### src/rtl/dmem_arbiter.sv
// ---------------------------------------------------------------------------
// dmem_arbiter
//
// Purpose:
//   Two-requester arbiter and access sequencer for the byte-addressed data
//   memory (DM). Requester 0 is the core load/store unit and requester 1 is
//   a DMA/debug port. Requests are arbitrated round-robin. The granted
//   request's fields are latched, and the DM pins are driven from those
//   latches for one ACC cycle. The combinational DM read data is captured at
//   the end of ACC, then sign- or zero-extended into the requester's rdata
//   register. Each transaction completes with a one-cycle ack pulse.
//
// Handshake (valid/ready semantics):
//   mN_req acts as "valid". It must stay high with all mN_* fields stable
//   until mN_ack is seen high. mN_ack is a one-cycle completion pulse that
//   also acts as "ready". mN_err and mN_rdata are valid in the ack cycle.
//   mN_rdata keeps its value until the next load completes on that port.
//   A port that keeps req high through its ack cycle is masked for that
//   cycle, so the old request is never served twice.
//
// Access size codes (mN_size, dm_lwhb, dm_swhb):
//   2'b01 = byte, 2'b10 = halfword, 2'b11 = word, 2'b00 = no access.
//
// Optional feature:
//   `DMEM_ARB_MISALIGN_EN
//     When defined, misaligned H/W accesses are flagged at grant time. A
//     flagged access never reaches the DM, and it acks with mN_err = 1.
//     When undefined, every access goes to the DM and mN_err is tied to 0.
//
// Ports:
//   clk, rstn          clock, asynchronous active-low reset
//   mN_req/we/size/uns/addr/wdata   request from requester N (N = 0, 1)
//   mN_ack/err/rdata   completion pulse, error flag, extended load data
//   dm_memWrite        DM write enable
//   dm_lwhb, dm_swhb   DM load / store size
//   dm_addr, dm_wd     DM address / write data
//   dm_dt              DM combinational read data
//   fsm_state          debug view of the sequencer state (0 IDLE, 1 ACC)
// ---------------------------------------------------------------------------
module dmem_arbiter #(
    parameter int AW   = 10,
    parameter int XLEN = 32
) (
    input  logic            clk,
    input  logic            rstn,

    input  logic            m0_req,
    input  logic            m0_we,
    input  logic [1:0]      m0_size,
    input  logic            m0_uns,
    input  logic [AW-1:0]   m0_addr,
    input  logic [XLEN-1:0] m0_wdata,
    output logic            m0_ack,
    output logic            m0_err,
    output logic [XLEN-1:0] m0_rdata,

    input  logic            m1_req,
    input  logic            m1_we,
    input  logic [1:0]      m1_size,
    input  logic            m1_uns,
    input  logic [AW-1:0]   m1_addr,
    input  logic [XLEN-1:0] m1_wdata,
    output logic            m1_ack,
    output logic            m1_err,
    output logic [XLEN-1:0] m1_rdata,

    output logic            dm_memWrite,
    output logic [1:0]      dm_lwhb,
    output logic [1:0]      dm_swhb,
    output logic [AW-1:0]   dm_addr,
    output logic [XLEN-1:0] dm_wd,
    input  logic [XLEN-1:0] dm_dt,

    output logic            fsm_state
);

    localparam logic [1:0] SL_B = 2'b01;
    localparam logic [1:0] SL_H = 2'b10;
    localparam logic [1:0] SL_W = 2'b11;

    localparam logic ST_IDLE = 1'b0;
    localparam logic ST_ACC  = 1'b1;

    logic            state;
    logic            rr_last;       // index of the most recent grant
    logic            lat_idx;
    logic            lat_we;
    logic [1:0]      lat_size;
    logic            lat_uns;
    logic [AW-1:0]   lat_addr;
    logic [XLEN-1:0] lat_wdata;

    logic            cand0;
    logic            cand1;
    logic            gnt_idx;
    logic            sel_we;
    logic [1:0]      sel_size;
    logic            sel_uns;
    logic [AW-1:0]   sel_addr;
    logic [XLEN-1:0] sel_wdata;

    logic            acc_live;      // ACC cycle that actually touches the DM
    logic [XLEN-1:0] ld_data;

    assign fsm_state = state;

    // A request that is still high during its own ack cycle is the one that
    // was just served, so the ack masks it out of arbitration.
    assign cand0 = m0_req & ~m0_ack;
    assign cand1 = m1_req & ~m1_ack;

    always_comb begin
        gnt_idx = 1'b0;
        if (cand0 && cand1) begin
            gnt_idx = ~rr_last;
        end else if (cand1) begin
            gnt_idx = 1'b1;
        end
        sel_we    = gnt_idx ? m1_we    : m0_we;
        sel_size  = gnt_idx ? m1_size  : m0_size;
        sel_uns   = gnt_idx ? m1_uns   : m0_uns;
        sel_addr  = gnt_idx ? m1_addr  : m0_addr;
        sel_wdata = gnt_idx ? m1_wdata : m0_wdata;
    end

    function automatic logic [XLEN-1:0] extend(
        input logic [XLEN-1:0] d,
        input logic [1:0]      size,
        input logic            uns
    );
        logic [XLEN-1:0] r;
        r = d;
        case (size)
            SL_B:    r = {{(XLEN-8){~uns & d[7]}}, d[7:0]};
            SL_H:    r = {{(XLEN-16){~uns & d[15]}}, d[15:0]};
            default: r = d;
        endcase
        return r;
    endfunction

    assign ld_data = extend(dm_dt, lat_size, lat_uns);

`ifdef DMEM_ARB_MISALIGN_EN
    logic lat_bad;
    logic sel_bad;

    assign sel_bad = ((sel_size == SL_H) && sel_addr[0]) ||
                     ((sel_size == SL_W) && (sel_addr[1:0] != 2'b00));

    // A flagged access keeps the DM pins quiet, exactly as in IDLE.
    assign acc_live = (state == ST_ACC) && !lat_bad;

    always_ff @(posedge clk or negedge rstn) begin
        if (!rstn) begin
            lat_bad <= 1'b0;
            m0_err  <= 1'b0;
            m1_err  <= 1'b0;
        end else begin
            m0_err <= 1'b0;
            m1_err <= 1'b0;
            if (state == ST_IDLE && (cand0 || cand1)) begin
                lat_bad <= sel_bad;
            end
            if (state == ST_ACC) begin
                if (lat_idx == 1'b0) begin
                    m0_err <= lat_bad;
                end else begin
                    m1_err <= lat_bad;
                end
            end
        end
    end
`else
    logic lat_bad;

    assign lat_bad  = 1'b0;
    assign acc_live = (state == ST_ACC);
    assign m0_err   = 1'b0;
    assign m1_err   = 1'b0;
`endif

    // DM pins depend only on state and the latches, never on mN_* inputs.
    always_comb begin
        dm_memWrite = 1'b0;
        dm_lwhb     = 2'b00;
        dm_swhb     = 2'b00;
        dm_addr     = '0;
        dm_wd       = '0;
        if (acc_live) begin
            dm_addr = lat_addr;
            dm_wd   = lat_wdata;
            if (lat_we) begin
                dm_memWrite = 1'b1;
                dm_swhb     = lat_size;
            end else begin
                dm_lwhb     = lat_size;
            end
        end
    end

    always_ff @(posedge clk or negedge rstn) begin
        if (!rstn) begin
            state     <= ST_IDLE;
            rr_last   <= 1'b1;
            lat_idx   <= 1'b0;
            lat_we    <= 1'b0;
            lat_size  <= 2'b00;
            lat_uns   <= 1'b0;
            lat_addr  <= '0;
            lat_wdata <= '0;
            m0_ack    <= 1'b0;
            m1_ack    <= 1'b0;
            m0_rdata  <= '0;
            m1_rdata  <= '0;
        end else begin
            m0_ack <= 1'b0;
            m1_ack <= 1'b0;
            case (state)
                ST_IDLE: begin
                    if (cand0 || cand1) begin
                        lat_idx   <= gnt_idx;
                        lat_we    <= sel_we;
                        lat_size  <= sel_size;
                        lat_uns   <= sel_uns;
                        lat_addr  <= sel_addr;
                        lat_wdata <= sel_wdata;
                        rr_last   <= gnt_idx;
                        state     <= ST_ACC;
                    end
                end
                ST_ACC: begin
                    state <= ST_IDLE;
                    if (lat_idx == 1'b0) begin
                        m0_ack <= 1'b1;
                        if (!lat_we && !lat_bad) begin
                            m0_rdata <= ld_data;
                        end
                    end else begin
                        m1_ack <= 1'b1;
                        if (!lat_we && !lat_bad) begin
                            m1_rdata <= ld_data;
                        end
                    end
                end
                default: state <= ST_IDLE;
            endcase
        end
    end

endmodule

### config.mk
export PLATFORM = sky130hd
export DESIGN_NAME = dmem_arbiter
export DESIGN_NICKNAME = d
export VERILOG_FILES = /design/src/rtl/dmem_arbiter.sv
export SDC_FILE = /design/constraint.sdc
export NUM_CORES = 1
export LEC_CHECK = 0
export CORE_UTILIZATION = 25
export CTS_BUF_LIST = sky130_fd_sc_hd__clkbuf_2
export DETAILED_ROUTE_END_ITERATION = 10
export PLACE_DENSITY = 0.61
export RECOVER_POWER = 50
export SETUP_SLACK_MARGIN = 0.5
export SLEW_MARGIN = 20
export SYNTH_ARGS = -nofsm -noshare
export SYNTH_HDL_FRONTEND = slang
export SYNTH_SLANG_ARGS = --single-unit
### constraint.sdc
create_clock -name clk -period 1.6 [get_ports clk]
set_input_delay 0.32 -clock clk [delete_from_list [all_inputs] [get_ports clk]]
set_output_delay 0.32 -clock clk [all_outputs]
set_load 0.03 [all_outputs]
==> reports/qor.yml, run 1 <==
coreArea_sq_um: 25100
final_weighted_congestion_in_routability_driven_placement: 0.787
via_per_inst: 4.87
unrepaired_setup_endpoints_after_global_routing: "true"
antenna_violations_before_repair: 4
top_family_by_delay_on_critical_path: "flip-flops"
fraction_of_synthesis_flops_using_an_asynchronous_set_or_reset_pin: 1.00
final_nets: 1028
violations: "setup timing"
layout.cells.most_common_list: "sky130_fd_sc_hd__clkdlybuf4s50_1, sky130_fd_sc_hd__dfrtp_1, sky130_fd_sc_hd__buf_6"
floorplan.die_area_sq_um: 26200
power.internal_mw: 15.0
required_ns: 1.28
yosysUniqueCellTypes: 38
route.detailed.wl_per_inst_um: 19.6
timing.hold.ws_ns: 0.155
crit_path_cell_trace: "buf_6 > and2_4 > buf_4"
h-tree-depth: 4
period_needed_ns: 2.06
p_clk_frac: 0.071
outcome: "complete, but fails checks"
totalNegativeSetupSlack_ns: -22.48
critPathKind: "reg2out"
grt_max_degree: 56
clock_sinks: 115
crit_path_max_fanout: 14
layout-area-overhead-vs-synth_pct: 82.9
io_buffer_count: 241
cpMaxStageDelayCell: "sky130_fd_sc_hd__dfrtp_4"
synth.yosys.seq_area_share: 0.451
layout-drive-gt1-share: 0.573
synthTopCellsByArea: "sky130_fd_sc_hd__dfrtp_1, sky130_fd_sc_hd__a2bb2oi_2, sky130_fd_sc_hd__a221oi_2, sky130_fd_sc_hd__and3b_1, sky130_fd_sc_hd__and2_1"
syn-instance-count: 574
post_synth_xor_area_fraction: 0
first_global_vias: 6136
synthMuxAreaShare: 0.0294
kind_of_start_point_of_the_critical_path: "register"
detail_route.drc_violations: 0
synth_area_sq_um: 6380
leakagePower_nw: 4.91
std_cell_rows: 58
synth_edf_count: 0
switchingPower_mw: 11.6
worst-path-buf-inv: 2
path_clk_slew_ns: 0.23
netlist.top_cell.by_area: "sky130_fd_sc_hd__dfrtp_1"
grt_first_pass_wirelength_mm: 35.7
slew_headroom: 0.0670
start_util: 0.254
report.final.setup_viol: 98
cts_made_buffers: 17
maximum_achievable_frequency_mhz: 485
peakVddDrop_mv: 1.06
cp_slowest_stage_delay_ns: 0.60
ctsLongestPathBuffers: 2
combinational_family_with_the_most_area_after_synthesis: "compound AO/OA/AOI/OAI gates"
worst_pin_slew_ns: 1.40
detail_route.first_pass.iterations: 6
timing.critical_path.to_type: "output pin"
grt_util_all_layers: 0.178
seq_power_share: 0.211
final_hold_viol_count: 0
routed_antenna_nets: 0
routed_wirelength_mm: 24.4
vias_post_dr: 6049
cellPowerDensity_nw_per_um2: 2290
most_common_cell_after_layout_fill_and_taps_aside: "sky130_fd_sc_hd__clkdlybuf4s50_1"
layout_worst_path_cycle_share: 1.29
overflow: 0
synth_compound_area_frac: 0.299
initialDrtViolationCount: 329
synth_ff_type: "sky130_fd_sc_hd__dfrtp_1"
synth_simple_gate_area_frac: 0.153
detailedPlacementHpwl_mm: 14.9
fillers: 2318
power.share.switching: 0.436
timing.final.ws_setup_ns: -0.464
drv_slew: 0
yosys_register_bits: 115
chipHeight_um: 162
max_cap_viol_count: 0
yosysWarnings: 0
die_width_um: 162
synth_fa_ha_area_frac: 0.00392
finClkSkew_ns: 0.0536
synth_top_area_share: 0.447
cp_data_arrival_time_ns: 1.74
cts_tree: "built"
clk_latency_ns: 0.69
top_level_ports: 244
hold_path_class: "in2reg"
synth_area_per_inst_sq_um: 11.1
comb_power_share: 0.718
clock_root_buffer_master: "sky130_fd_sc_hd__clkbuf_2"
kinds of logic after synthesis:
logic type / after synthesis
AO/OA/AOI/OAI: 214
flip-flops: 115
other: 1
buffers and inverters: 73
AND/OR/NAND/NOR: 153
multiplexers: 16
adder cells (fa/ha/maj): 2
worst register-to-register path: stages, from the launching register on:
cell                      delay, ns
sky130_fd_sc_hd__dfrtp_4       0.56
sky130_fd_sc_hd__buf_6         0.16
sky130_fd_sc_hd__nor3b_4       0.24
sky130_fd_sc_hd__buf_4         0.15
sky130_fd_sc_hd__buf_6         0.11
sky130_fd_sc_hd__buf_16        0.12
sky130_fd_sc_hd__mux2_4        0.29
metal layers:
metal / GRT usage / part of all wire / vias up
met5: 0 / 0.0011 / -
met4: 0.0493 / 0.013 / 4
met3: 0.0432 / 0.063 / 26
met2: 0.290 / 0.49 / 252
met1: 0.233 / 0.44 / 2982
li1: - / - / 2785
path summary, 6_finish.rpt:
kind / start / end / slack, ns / cells past startpoint
max: fsm_state / dm_wd[3] / -0.46 / 3
min: m0_wdata[29] / lat_wdata[29] / 0.15 / 3
max reg2reg: fsm_state / m0_rdata[2] / -0.10 / 6
min reg2reg: rr_last / rr_last / 0.51 / 1
max in group asynchronous: rstn / fsm_state / -0.10 / 3
min in group asynchronous: rstn / m0_rdata[2] / 0.66 / 3
power groups by stage:
stage          Clock [mW]  Sequential (mW)  Combinational, mW
2_1_floorplan           0             6.83               8.49
3_3_place_gp            0             5.43               14.8
3_5_place_dp            0             5.46               14.9
4_1_cts              2.01             5.51               17.4
5_1_grt              2.13             5.80               20.1
6_report             1.89             5.64               19.2
state kept, by name, indices dropped and copies added, names as in the netlist:
| signal | count |
|---|---|
| lat_idx | 1 |
| m1_rdata | 32 |
| lat_we | 1 |
| m0_ack | 1 |
| m1_ack | 1 |
| m0_rdata | 32 |
| lat_uns | 1 |
| fsm_state | 1 |
| lat_size | 2 |
| lat_addr | 10 |
| lat_wdata | 32 |
| rr_last | 1 |
repair_timing:
item | in CTS | in global routing
buffers inserted | 36 | 26
cloned | 10 | 4
endpoints found under the setup margin | 227 | 227
endpoints found under the hold margin | 115 | 0
resized for setup | 553 | 101
pin swaps | 17 | 13
hold buffers | 2 | 0
cell type report:
| cell class | instances | area, sq um | share of cell area |
|---|---|---|---|
| antenna | 2 | 5.00 | 0.000429 |
| sequential | 115 | 2890 | 0.247 |
| clock inverter | 12 | 116 | 0.00996 |
| tap | 330 | 413 | 0.0354 |
| clock buffer | 18 | 90.1 | 0.00771 |
| inverter | 3 | 23.8 | 0.00204 |
| multi-input combinational | 388 | 3940 | 0.337 |
| timing repair buffer | 373 | 4200 | 0.360 |
stage by stage:
| stage | cell area [sq um] | std cells | total power [mW] | util | setup slack (ns) |
|---|---|---|---|---|---|
| 3_3_place_gp | 9810 | 1131 | 20.2 | 0.391 | -0.197 |
| 6_report | 11700 | 1241 | 26.7 | 0.465 | -0.464 |
| 5_1_grt | 11700 | 1241 | 28.0 | 0.465 | -0.594 |
| 3_5_place_dp | 9810 | 1131 | 20.4 | 0.391 | -0.196 |
| 2_1_floorplan | 6930 | 575 | 15.3 | - | 0.113 |
| 4_1_cts | 11000 | 1209 | 24.9 | 0.439 | -0.568 |
synth_stat cells, types with 5 or more instances:
master and count:
sky130_fd_sc_hd__nor2_1 24, sky130_fd_sc_hd__buf_6 6, sky130_fd_sc_hd__mux2_2 14, sky130_fd_sc_hd__a2bb2oi_1 5, sky130_fd_sc_hd__and3b_1 47, sky130_fd_sc_hd__a21oi_1 32, sky130_fd_sc_hd__clkbuf_1 18, sky130_fd_sc_hd__a22oi_1 18
sky130_fd_sc_hd__buf_2 34, sky130_fd_sc_hd__a2bb2oi_2 39, sky130_fd_sc_hd__o21ai_1 15, sky130_fd_sc_hd__a221oi_1 16, sky130_fd_sc_hd__o21ai_0 55, sky130_fd_sc_hd__and2_1 44, sky130_fd_sc_hd__a221oi_2 30, sky130_fd_sc_hd__dfrtp_1 114
sky130_fd_sc_hd__nand2_1 24, sky130_fd_sc_hd__buf_4 10
(Power assumes the default switching activity.)
==> run 2: changes to the inputs <==
--- a/config.mk
+++ b/config.mk
@@ -5,12 +5,15 @@
 export SDC_FILE = /design/constraint.sdc
 export NUM_CORES = 1
 export LEC_CHECK = 0
+export CORE_ASPECT_RATIO = 0.75
 export CORE_UTILIZATION = 25
 export CTS_BUF_LIST = sky130_fd_sc_hd__clkbuf_2
 export DETAILED_ROUTE_END_ITERATION = 10
+export HOLD_SLACK_MARGIN = 0.05
 export PLACE_DENSITY = 0.61
 export RECOVER_POWER = 50
 export SETUP_SLACK_MARGIN = 0.5
+export SKIP_LAST_GASP = 1
 export SLEW_MARGIN = 20
 export SYNTH_ARGS = -nofsm -noshare
 export SYNTH_HDL_FRONTEND = slang
==> run 2 against run 1 <==
Net effect:
- the run still ends with setup timing left
- combinational power barely moved
- register-to-register slack lost 0.29 ns
- count of clock-buffer cells in the layout is the same
- die area about the same
- worst hold slack better by 0.0053 ns
- final cell count increased by 2.8%
- flip-flop and latch count did not move
- largest cell class unchanged
==> reports/qor.yml, run 2 (synthesis gave the netlist of run 1 again) <==
timing.critical_path.to_type: "output pin"
violations: "setup timing"
outcome: "complete, but fails checks"
cts_tree: "built"
cpMaxStageDelayCell: "sky130_fd_sc_hd__dfrtp_4"
overflow: 0  # unchanged
peakVddDrop_mv: 0.878  # -17%
registers_with_the_most_flip_flops: "lat_wdata: 32 flops, m0_rdata: 32 flops, m1_rdata: 32 flops"
clock_sinks: 115  # unchanged
timing.final.ws_setup_ns: -0.510  # -0.0458 ns
path_clk_slew_ns: 0.24  # about the same
totalPowerFinal_mw: 27.6  # +3.2%
first_global_vias: 6050  # -1.4%
totalNegativeSetupSlack_ns: -40.82  # -18.34 ns
critPathKind: "reg2out"
clock_root_buffer_master: "sky130_fd_sc_hd__clkbuf_2"
cp_common_cell: "sky130_fd_sc_hd__buf_6"
final_weighted_congestion_in_routability_driven_placement: 0.747  # -5.1%
kind_of_start_point_of_the_critical_path: "register"
antenna_violations_before_repair: 4  # unchanged
cts_hold_buffers_added: 1  # -1
initialDrtViolationCount: 328  # -0.30%
required_ns: 1.28  # about the same
detail_route.first_pass.iterations: 6  # unchanged
grt_max_degree: 48  # -14%
vias_post_dr: 6151  # +1.7%
grt_first_pass_wirelength_mm: 36.2  # +1.3%
r2r_setup_slack_ns: -0.39  # -0.29 ns
coreArea_sq_um: 25000  # -0.34%
max_cap_viol_count: 0  # unchanged
cts_made_buffers: 17  # unchanged
leakagePower_nw: 5.17  # +5.3%
unrepaired_setup_endpoints_after_global_routing: "true"
route.detailed.wl_per_inst_um: 20.2  # +2.9%
std_cell_rows: 50  # -14%
slew_headroom: 0.112  # +0.0445
final_nets: 1053  # +2.4%
cp_slowest_stage_delay_ns: 0.55  # -0.05 ns
crit_path_cell_trace: "buf_6 > buf_12 > and2_4 > buf_6"
finClkSkew_ns: 0.0442  # -0.00936 ns
crit_path_max_fanout: 15  # +1
r2r_start: "fsm_state"
clk_latency_ns: 0.70  # about the same
routed_antenna_nets: 0  # unchanged
cp_data_arrival_time_ns: 1.79  # +0.05 ns
die_width_um: 187  # +15%
top_family_by_delay_on_critical_path: "flip-flops"
r2r_cells: 13  # +7
drv_slew: 0  # unchanged
preCtsSetupSlack_ns: -0.217  # -0.0210 ns
worst_hold_startpoint: "m0_wdata[22]"
hold_path_class: "in2reg"
io_buffer_count: 241  # unchanged
final_hold_viol_count: 0  # unchanged
period_needed_ns: 2.11  # +0.0458 ns
grt_util_all_layers: 0.180  # +0.00284
layout-drive-gt1-share: 0.580  # +0.00697
floorplan.die_area_sq_um: 26200  # about the same
routed_wirelength_mm: 25.8  # +5.8%
maximum_achievable_frequency_mhz: 474  # -2.2%
hold_end: "lat_wdata[22]"
cellPowerDensity_nw_per_um2: 2290  # +0.10%
final_util: 0.481  # +0.0162
detailedPlacementHpwl_mm: 15.0  # +0.28%
layout_worst_path_cycle_share: 1.32  # +0.0287
chipHeight_um: 140  # -13%
ctsLongestPathBuffers: 2  # unchanged
report.final.setup_viol: 139  # +42%
worst_pin_slew_ns: 1.33  # -0.0668 ns
layout-area-overhead-vs-synth_pct: 88.7
hold_path_depth: 3  # unchanged
crit-reg2reg-capture: "m1_rdata[16]"
detail_route.drc_violations: 0  # unchanged
via_per_inst: 4.82  # -1.1%
most_common_cell_after_layout_fill_and_taps_aside: "sky130_fd_sc_hd__buf_6"
layout.cells.most_common_list: "sky130_fd_sc_hd__buf_6, sky130_fd_sc_hd__clkdlybuf4s50_1, sky130_fd_sc_hd__dfrtp_1"
worst-path-buf-inv: 3  # +1
top_level_ports: 244  # unchanged
start_util: 0.255  # +0.000864
h-tree-depth: 4  # unchanged
run 2: per-layer routing:
metal / routed length (um) / global-route usage / vias up
met2: 11500 / 0.275 / 207
met1: 12300 / 0.252 / 3051
met3: 1320 / 0.0411 / 37
met4: 583 / 0.0565 / 2
li1: - / - / 2854
met5: 15 / 0 / -
run 2: through the flow:
| step | area (sq um) | hold slack, ns | cells |
|---|---|---|---|
| 2_1_floorplan | 6930 | 0.0244 | 575 |
| 3_3_place_gp | 9730 | 0.257 | 1133 |
| 3_5_place_dp | 9730 | 0.259 | 1133 |
| 4_1_cts | 11100 | -0.0358 | 1223 |
| 5_1_grt | 12000 | 0.0847 | 1275 |
| 6_report | 12000 | 0.160 | 1276 |
run 2: worst register-to-register path: stages (launching register included):
cell and delay (ns):
sky130_fd_sc_hd__dfrtp_4 0.55, sky130_fd_sc_hd__buf_6 0.15, sky130_fd_sc_hd__buf_4 0.13, sky130_fd_sc_hd__buf_6 0.10
sky130_fd_sc_hd__buf_6 0.10, sky130_fd_sc_hd__buf_6 0.10, sky130_fd_sc_hd__nand3b_1 0.10, sky130_fd_sc_hd__buf_4 0.13
sky130_fd_sc_hd__buf_12 0.12, sky130_fd_sc_hd__buf_12 0.14, sky130_fd_sc_hd__buf_12 0.11, sky130_fd_sc_hd__buf_16 0.11
sky130_fd_sc_hd__nand2_2 0.05, sky130_fd_sc_hd__o21ai_1 0.06
run 2: power breakdown:
part	switching [mW]	leakage (nW)	internal, mW	total, mW
Sequential	1.20	1.33	4.37	5.56
Clock	1.32	0.176	1.21	2.53
Combinational	9.22	3.66	10.2	19.5
Total	11.7	5.17	15.8	27.6
run 2: worst max path at each step:
stage / cells after the start / start / slack, ns / endpoint
floorplan: 7 / lat_size[0] / 0.11 / m1_rdata[10]
detailed placement: 5 / m0_req / -0.22 / lat_wdata[9]
CTS: 4 / fsm_state / -0.61 / dm_wd[23]
global route: 4 / fsm_state / -0.63 / dm_lwhb[0]
finish: 4 / fsm_state / -0.51 / dm_wd[23]
global placement: 5 / m0_req / -0.18 / lat_wdata[9]
run 2: what timing repair did:
action,4_1_cts,5_1_grt
hold endpoints to repair,115,16
setup buffers,45,38
pin swaps,1,10
gates cloned,12,13
setup endpoints to repair,227,229
gates resized for setup,537,121
run 2: layout make-up:
type | instances | area (sq um)
flip-flops and latches | 115 | 2890
fillers | 2239 | 13000
clock inverters | 14 | 226
multi-input cells | 388 | 3800
well taps | 338 | 423
repair buffers | 397 | 4570
diodes | 2 | 5.00
repair inverters | 1 | 16.3
inverters | 3 | 23.8
clock buffers | 18 | 90.1
==> run 3: changes to the inputs <==
--- a/config.mk
+++ b/config.mk
@@ -10,7 +10,7 @@
 export CTS_BUF_LIST = sky130_fd_sc_hd__clkbuf_2
 export DETAILED_ROUTE_END_ITERATION = 10
 export HOLD_SLACK_MARGIN = 0.05
-export PLACE_DENSITY = 0.61
+export PLACE_DENSITY = 0.6
 export RECOVER_POWER = 50
 export SETUP_SLACK_MARGIN = 0.5
 export SKIP_LAST_GASP = 1
==> constraint.sdc (replaced) <==
create_clock -name clk -period 1.98 [get_ports clk]
set_input_delay 0.396 -clock clk [delete_from_list [all_inputs] [get_ports clk]]
set_output_delay 0.396 -clock clk [all_outputs]
set_load 0.03 [all_outputs]
==> run 3 against run 2 <==
Net effect:
- the run still ends with setup timing left
- global-route usage fell by 1.3 points
- flip-flop and latch count did not move
- critical path depth stayed put
- final cell count down 4.0%
==> reports/qor.yml, run 3 (synthesis gave the netlist of run 1 again) <==
timing.hold.ws_ns: 0.220  # +0.0600 ns
layout-area-overhead-vs-synth_pct: 71.8
clk_latency_ns: 0.72  # +0.02 ns
layout-drive-gt1-share: 0.479  # -0.101
path_clk_slew_ns: 0.23  # about the same
outcome: "complete, but fails checks"
h-tree-depth: 4  # unchanged
kind_of_start_point_of_the_critical_path: "register"
chipHeight_um: 140  # unchanged
cpMaxStageDelayCell: "sky130_fd_sc_hd__dfrtp_4"
grt_max_degree: 80  # +67%
critPathKind: "reg2out"
cts_tree: "built"
cp_data_arrival_time_ns: 1.81  # +0.02 ns
slew_headroom: 0.210  # +0.0986
multi_input_comb_area_sq_um: 3410  # -10%
violations: "setup timing"
cp_slowest_stage_delay_ns: 0.52  # -0.03 ns
grt_util_all_layers: 0.167  # -0.0131
die_width_um: 187  # unchanged
top_level_ports: 244  # unchanged
detail_route.drc_violations: 0  # unchanged
route.detailed.wl_per_inst_um: 19.8  # -2.2%
worst_pin_slew_ns: 1.18  # -0.148 ns
period_needed_ns: 2.20
required_ns: 1.58  # +0.30 ns
unrepaired_setup_endpoints_after_global_routing: "true"
final_nets: 1002  # -4.8%
most_common_cell_after_layout_fill_and_taps_aside: "sky130_fd_sc_hd__clkdlybuf4s50_1"
coreArea_sq_um: 25000  # unchanged
routed_antenna_nets: 0  # unchanged
ctsLongestPathBuffers: 2  # unchanged
post_route_cell_area_sq_um: 11000  # -9.0%
totalNegativeSetupSlack_ns: -9.69  # +31.13 ns
cts_made_buffers: 17  # unchanged
detail_route.first_pass.iterations: 4  # -2
grt_first_pass_wirelength_mm: 33.8  # -6.7%
final_hold_viol_count: 0  # unchanged
r2r_setup_slack_ns: -0.04  # +0.35 ns
routed_wirelength_mm: 24.2  # -6.1%
finClkSkew_ns: 0.0496  # +0.00533 ns
layout.cells.most_common_list: "sky130_fd_sc_hd__clkdlybuf4s50_1, sky130_fd_sc_hd__buf_6, sky130_fd_sc_hd__dfrtp_1"
peakVddDrop_mv: 0.779  # -11%
maximum_achievable_frequency_mhz: 454
detailedPlacementHpwl_mm: 14.4  # -3.7%
std_cell_rows: 50  # unchanged
overflow: 0  # unchanged
final_util: 0.438  # -0.0432
timing.critical_path.to_type: "output pin"
crit_path_max_fanout: 8  # -7
dpl-instance-area_sq_um: 9280  # -4.6%
floorplan.die_area_sq_um: 26200  # unchanged
report.final.setup_viol: 56  # -60%
via_per_inst: 4.83  # +0.12%
vias_post_dr: 5912  # -3.9%
cellPowerDensity_nw_per_um2: 1870  # -18%
fillers: 2382  # +6.4%
first_global_vias: 5723  # -5.4%
hold_path_class: "in2reg"
max_cap_viol_count: 0  # unchanged
layout_worst_path_cycle_share: 1.11
final_weighted_congestion_in_routability_driven_placement: 0.755  # +1.1%
leakagePower_nw: 4.68  # -9.5%
totalPowerFinal_mw: 20.5  # -26%
drv_slew: 0  # unchanged
crit_path_cell_trace: "buf_12 > clkbuf_16 > and2_4 > buf_6"
area.sequential_sq_um: 2890  # about the same
clock_sinks: 115  # unchanged
registers_with_the_most_flip_flops: "lat_wdata: 32 flops, m0_rdata: 32 flops, m1_rdata: 32 flops"
antenna_violations_before_repair: 2  # -2
io_buffer_count: 241  # unchanged
initialDrtViolationCount: 279  # -15%
timing.final.ws_setup_ns: -0.223  # +0.287 ns
start_util: 0.255  # unchanged
clock_root_buffer_master: "sky130_fd_sc_hd__clkbuf_2"
==> run 3: cell type report <==
class	instances	area share
timing repair inverter	1	0.00103
multi-input combinational	387	0.311
tap	338	0.0386
inverter	3	0.00217
clock buffer	18	0.00822
timing repair buffer	347	0.354
sequential	115	0.263
clock inverter	14	0.0212
antenna	2	0.000456
==> run 3: worst paths after layout <==
path	startpoint	endpoint	cells after the start
worst max register to register	fsm_state	lat_wdata[4]	5
worst max-delay path	fsm_state	dm_wd[23]	4
min in group asynchronous	rstn	lat_wdata[9]	3
max in group asynchronous	rstn	fsm_state	3
worst min-delay path	m0_wdata[14]	lat_wdata[14]	3
worst min register to register	rr_last	rr_last	1
==> run 3: routing by layer <==
| metal | up-vias | global-route usage | part of all wire | wire length (um) |
|---|---|---|---|---|
| met5 | - | 0 | 0 | 0 |
| met4 | 0 | 0.0531 | 0.014 | 340 |
| met3 | 24 | 0.0411 | 0.054 | 1310 |
| met2 | 206 | 0.246 | 0.44 | 10700 |
| met1 | 2950 | 0.239 | 0.49 | 11800 |
| li1 | 2732 | - | - | - |
==> run 3: critical path, delay by kind of cell (launching register included) <==
kind / cells / cell delay [ns]
flops: 1 / 0.52
buf+inv: 3 / 0.46
simple gates: 1 / 0.14
==> run 3: through the flow <==
step | worst slack (ns) | cells
after global routing | -0.366 | 1225
after floorplan | 0.475 | 575
after CTS | -0.346 | 1185
after global placement | 0.00404 | 1117
after detailed placement | 0.0242 | 1117
final | -0.223 | 1225
==> run 3: report_power, final <==
| part | switching, mW | total [mW] | internal, mW |
|---|---|---|---|
| Combinational | 6.79 | 13.9 | 7.12 |
| Sequential | 0.932 | 4.46 | 3.53 |
| Clock | 1.04 | 2.12 | 1.08 |
| Total | 8.77 | 20.5 | 11.7 |
==> run 3: what timing repair did <==
| item | 4_1_cts | 5_1_grt |
|---|---|---|
| hold buffers | 2 | 0 |
| endpoints found under the hold margin | 114 | 0 |
| gates cloned | 5 | 15 |
| endpoints found under the setup margin | 222 | 224 |
| pin swaps | 3 | 0 |
| gates resized for setup | 500 | 101 |
| buffers inserted | 29 | 23 |
